[src/rtl/jericalla_pipe.sv]
// jericalla_pipe: two-stage pipelined ALU datapath with a unified register
// file, full forwarding and a valid/ready result stream.
// Ports: clk, rst_n (async, active low)
//        in_valid/in_ready/in_instr  instruction stream {wa,op,ra1,ra2,we}
//        out_valid/out_ready/result/z_flag  result stream
//        retired  count of results handed off downstream
module jericalla_pipe #(
  parameter  int DATA_W  = 32,
  parameter  int ADDR_W  = 4,
  parameter  int CNT_W   = 16,
  localparam int INSTR_W = 3*ADDR_W+5
) (
  input  logic               clk,
  input  logic               rst_n,
  input  logic               in_valid,
  output logic               in_ready,
  input  logic [INSTR_W-1:0] in_instr,
  output logic               out_valid,
  input  logic               out_ready,
  output logic [DATA_W-1:0]  result,
  output logic               z_flag,
  output logic [CNT_W-1:0]   retired
);

  localparam int SH_W  = $clog2(DATA_W);
  localparam int DEPTH = 2**ADDR_W;

  logic [ADDR_W-1:0] w_wa;
  logic [ADDR_W-1:0] w_ra1;
  logic [ADDR_W-1:0] w_ra2;
  logic [3:0]        w_op;
  logic              w_we;

  assign {w_wa, w_op, w_ra1, w_ra2, w_we} = in_instr;

  logic [DATA_W-1:0] r_rf [DEPTH];

  logic              r_s1_valid;
  logic              r_s1_we;
  logic [ADDR_W-1:0] r_s1_wa;
  logic [ADDR_W-1:0] r_s1_ra1;
  logic [ADDR_W-1:0] r_s1_ra2;
  logic [3:0]        r_s1_op;
  logic [DATA_W-1:0] r_s1_a;
  logic [DATA_W-1:0] r_s1_b;

  logic              r_out_valid;
  logic [DATA_W-1:0] r_result;
  logic              r_z;
  logic [CNT_W-1:0]  r_retired;

  logic              w_adv2;
  logic              w_accept;
  logic              w_fwd;
  logic [DATA_W-1:0] w_a;
  logic [DATA_W-1:0] w_b;
  logic [DATA_W-1:0] w_alu;
  logic [DATA_W-1:0] w_imm;
  logic [SH_W-1:0]   w_sh;

  assign w_adv2   = r_s1_valid & (~r_out_valid | out_ready);
  assign in_ready = ~r_s1_valid | w_adv2;
  assign w_accept = in_valid & in_ready;

  // S1 writes back on the same edge a new instr samples the RF,
  // so its result must bypass the stale RF entry.
  assign w_fwd = w_adv2 & r_s1_we;
  assign w_a   = (w_fwd && r_s1_wa == w_ra1) ? w_alu : r_rf[w_ra1];
  assign w_b   = (w_fwd && r_s1_wa == w_ra2) ? w_alu : r_rf[w_ra2];

  assign w_imm = DATA_W'({r_s1_ra1, r_s1_ra2});
  assign w_sh  = r_s1_b[SH_W-1:0];

  always_comb begin
    w_alu = '0;
    unique case (r_s1_op)
      4'h0: w_alu = r_s1_a & r_s1_b;
      4'h1: w_alu = r_s1_a | r_s1_b;
      4'h2: w_alu = r_s1_a + r_s1_b;
      4'h3: w_alu = r_s1_a - r_s1_b;
      4'h4: w_alu = DATA_W'($signed(r_s1_a) < $signed(r_s1_b));
      4'h5: w_alu = ~(r_s1_a | r_s1_b);
      4'h6: w_alu = r_s1_a ^ r_s1_b;
      4'h7: w_alu = r_s1_a << w_sh;
      4'h8: w_alu = r_s1_a >> w_sh;
      4'h9: w_alu = $unsigned($signed(r_s1_a) >>> w_sh);
      4'hA: w_alu = r_s1_a;
      4'hB: w_alu = DATA_W'(r_s1_a < r_s1_b);
      4'hC: w_alu = '0;
      4'hD: w_alu = '0;
      4'hE: w_alu = '0;
      4'hF: w_alu = w_imm;
    endcase
  end

  always_ff @(posedge clk or negedge rst_n) begin
    if (!rst_n) begin
      r_s1_valid <= 1'b0;
      r_s1_we    <= 1'b0;
      r_s1_wa    <= '0;
      r_s1_ra1   <= '0;
      r_s1_ra2   <= '0;
      r_s1_op    <= '0;
      r_s1_a     <= '0;
      r_s1_b     <= '0;
    end else begin
      if (w_accept) begin
        r_s1_valid <= 1'b1;
        r_s1_we    <= w_we;
        r_s1_wa    <= w_wa;
        r_s1_ra1   <= w_ra1;
        r_s1_ra2   <= w_ra2;
        r_s1_op    <= w_op;
        r_s1_a     <= w_a;
        r_s1_b     <= w_b;
      end else if (w_adv2) begin
        r_s1_valid <= 1'b0;
      end
    end
  end

  always_ff @(posedge clk or negedge rst_n) begin
    if (!rst_n) begin
      r_out_valid <= 1'b0;
      r_result    <= '0;
      r_z         <= 1'b0;
    end else begin
      if (w_adv2) begin
        r_out_valid <= 1'b1;
        r_result    <= w_alu;
        r_z         <= (w_alu == '0);
      end else if (out_ready) begin
        r_out_valid <= 1'b0;
      end
    end
  end

  always_ff @(posedge clk or negedge rst_n) begin
    if (!rst_n) begin
      for (int i = 0; i < DEPTH; i++) begin
        r_rf[i] <= '0;
      end
    end else if (w_adv2 && r_s1_we) begin
      r_rf[r_s1_wa] <= w_alu;
    end
  end

  always_ff @(posedge clk or negedge rst_n) begin
    if (!rst_n) begin
      r_retired <= '0;
    end else if (r_out_valid && out_ready) begin
      r_retired <= r_retired + CNT_W'(1);
    end
  end

  assign out_valid = r_out_valid;
  assign result    = r_result;
  assign z_flag    = r_z;
  assign retired   = r_retired;

endmodule

[config.mk]
export PLATFORM = sky130hd
export DESIGN_NAME = jericalla_pipe
export DESIGN_NICKNAME = d
export VERILOG_FILES = /design/src/rtl/jericalla_pipe.sv
export SDC_FILE = /design/constraint.sdc
export NUM_CORES = 2
export LEC_CHECK = 0
export CORE_MARGIN = 2
export CORE_UTILIZATION = 35
export DETAILED_ROUTE_END_ITERATION = 7
export SYNTH_ARGS = -nofsm -noshare
export SYNTH_HDL_FRONTEND = slang
export SYNTH_SLANG_ARGS = --single-unit
[constraint.sdc]
create_clock -name clk -period 5 [get_ports clk]
set_input_delay 0.75 -clock clk [delete_from_list [all_inputs] [get_ports clk]]
set_output_delay 0.75 -clock clk [all_outputs]
set_load 0.02 [all_outputs]
==> run metrics <==
port bufs 71; HPWL Detailed 109000 um; critical path endpoint category flip-flop; CTS max path bufs 3; R2R Setup Slk ~450 ps; CP Max Fanout 19; synthesis-to-finish area growth 13.8%; top routing layer used met5; Worst path slowest cell nor3_1; simple logic cell fraction of the synthesized area 0.170; Post-CTS Setup Repair Bufs 0; synth unique cells 86; Core Box Area 121000 sq um; Startpoint Class flip-flop; clock skew 33.9 ps; post-synthesis mux area share 0.262; post-cts sizing count 0; Syn. warnings 0; TritonCTS clock tree built; Leak Pwr 0.0212 uW; Worst-Margin Slew between 1000 and 1500 ps; GRT Total Usage 0.256; post-synthesis adder-cell area fraction 0.0303; Non-Filler Instances 6034; Gate Count Post-Synth 4387; compound-cell area share of the yosys netlist 0.104; CTS Root Cell clkbuf_16; Hold/Removal Path Class input pin to asynchronous set/reset pin; Clock transition at path regs 60 ps; FMAX around 220 MHz; Post-Place Cells 5892; later-pin clock latency in the skew report 670 ps; worst reg2reg path endpoint r_s1_a[0]$_DFFE_PN0P_; routability cong. 1.01; Setup TNS 0 ps; sequential-to-total area share from yosys stat 0.378; vias in the first global route 35610; worst vdd ir 0.000313 V; Die Ht approximately 350 um; Worst path most repeated cell o21ai_0; share of post-route cells with drive strength above 1 0.209; Final nets 4470; DR DRC count 0; commonest non-fill, non-tap cells in the layout 1341 x nand2_1, 639 x dfrtp_1, 376 x mux4_2, 230 x o21ai_0, 167 x buf_4; Reg2Reg Launch Point r_s1_a[4]$_DFFE_PN0P_; Post-CTS Hold Buffers 0; final hold vios 0; DRT iter0 DRCs 4627; Avg WL per Cell 26.8 um; post-route ant nets 0; CTS buffer count 78; Cell Area, Synth approximately 43000 sq um; WP data arrival just over 5000 ps; Final Cycle Share 0.909; RSZ-0062 raised after global routing false; Top FF cell, synth dfrtp_1; vias post-DR 36540; row cnt ~130; flops & latches, synth 644; wire length on met2 70900 um; XOR/XNOR share of the synthesized area 0.0101; FFs w/ async S/R, synth 1.00; Avg Inst Size Synth 9.72 sq um; power density over the cells 594 nW/um^2; max cap viols 0; Post-Route M1 WL 65300 um; family with the most delay on the worst path compound AO/OA/AOI/OAI gates; syn_nets 4510; Slew Limit Fails 0; commonest non-fill, non-tap cell in the layout nand2_1; Post-synth EDFFs 0; vias per cell 6.06; status finished, final reports clean; cell chain of the critical path inv_1 -> ha_1 -> nor2b_1 -> o21ai_0 -> a21boi_1 -> o2111ai_1 -> a2111oi_0 -> nor3_1 -> o32a_1 -> buf_4 -> mux2i_1 -> o21ai_0; Die X-Extent 353 um; largest net degree at the start of global routing 101; Starting Density 0.351; Buf/Inv on CP 2; # IOs 72; critical path class flip-flop to flip-flop; Final Setup Violations 0; post-route minimum period between 4000 and 5000 ps; Worst EP required 5550 ps; CTS H-tree depth 3; met3 routed WL about 18000 um; Die ar. 125000 sq um; largest stage delay on the critical path between 600 and 700 ps; final wirelength 162000 um; antenna violations before repair 6; relative slew slack 0.249; R2R cell count 12; main combinational cell family by area after synthesis multiplexers; first-pass GRT wire length 241000 um; 1st-pass router iterations 6; gr ovfl total 0; CTS Sinks about 640
sequential cells by signal, summed over array words and instances, names as in the netlist, 4 cells and up:
signal	flops
r_rf	512
r_s1_a	32
r_s1_b	32
result	32
retired	16
r_s1_op	4
r_s1_ra1	4
r_s1_ra2	4
r_s1_wa	4
logic make-up after synthesis:
kind of cell    count (synthesis)
mux                           629
flops                         644
fa+ha+maj                     102
compound gates                693
buf+inv                       496
xor+xnor                       49
simple gates                 1774
cell type report:
cell class | instances | area (sq um)
timing repair buffer | 267 | 2570
antenna | 2 | 5.00
clock buffer | 108 | 2190
clock inverter | 32 | 374
fill | 11879 | 72800
inverter | 109 | 409
multi-input combinational | 3247 | 24800
tap | 1625 | 2030
sequential | 644 | 16100
per-layer routing:
metal,up-vias,global-route usage
met5,-,0
met4,6,0.116
met3,466,0.0639
met2,2078,0.382
met1,18428,0.352
li1,15562,-
power breakdown:
group / switching (uW) / total [uW] / internal (uW)
clock: 2410 / 5750 / 3340
sequential: 1470 / 8380 / 6910
combinational: 8920 / 14700 / 5780
total: 12800 / 28800 / 16000
worst max path at each step:
stage                                startpoint                     to  slack (ps)  depth (start not counted)
after global placement    r_s1_b[0]$_DFFE_PN0P_     z_flag$_DFFE_PN0P_         560                         12
after CTS                 r_s1_a[0]$_DFFE_PN0P_  r_s1_a[0]$_DFFE_PN0P_         550                         14
after floorplan           r_s1_b[1]$_DFFE_PN0P_     z_flag$_DFFE_PN0P_         760                         16
final                     r_s1_a[4]$_DFFE_PN0P_  r_s1_a[0]$_DFFE_PN0P_         450                         12
after detailed placement  r_s1_a[0]$_DFFE_PN0P_  r_s1_a[0]$_DFFE_PN0P_         570                         14
after global routing      r_s1_b[0]$_DFFE_PN0P_     z_flag$_DFFE_PN0P_         220                         12
Yosys cell counts (all sizes together) (10+ instances only):
cell type,count,area (sq um)
o221ai,10,87.6
nor3,48,240
dfrtp,644,16100
o21a,12,90.1
a31oi,35,219
mux4,376,8470
nand4,19,119
nand2,1355,5090
nand3,47,235
xnor2,39,342
ha,100,1250
mux2,143,1610
a2111oi,14,123
and3,10,62.6
a22oi,22,165
a211oi,28,210
o31ai,14,110
mux2i,110,1100
or2,11,68.8
nand2b,22,138
xor2,10,87.6
o21ai,237,1190
a21o,13,97.6
o22ai,29,181
nor4,19,119
clkbuf,295,1110
nor2b,18,113
o211ai,18,135
inv,105,394
nor2,168,631
o21bai,10,75.1
buf,92,435
a21oi,133,666
a221oi,15,131
or3,12,75.1
worst register-to-register path, delay by kind of cell, from the launching register on:
kind            cells  cell delay (ps)
fa+ha+maj           1              480
compound gates      6             1930
simple gates        2              780
buf+inv             2              410
flops               1              630
mux                 1              230
per-stage QoR:
step / power, uW / utilization / setup slack [ps] / hold WS [ps] / instance area, sq um
global placement: 22500 / 0.379 / 559 / 461 / 46000
CTS: 28500 / 0.400 / 545 / 180 / 48500
global route: 30300 / 0.400 / 215 / 186 / 48500
floorplan: 17500 / - / 756 / 454 / 42600
detailed placement: 22700 / 0.379 / 569 / 465 / 46000
finish: 28800 / 0.400 / 454 / 150 / 48600
Note: power is estimated with default switching activity, not from simulation.
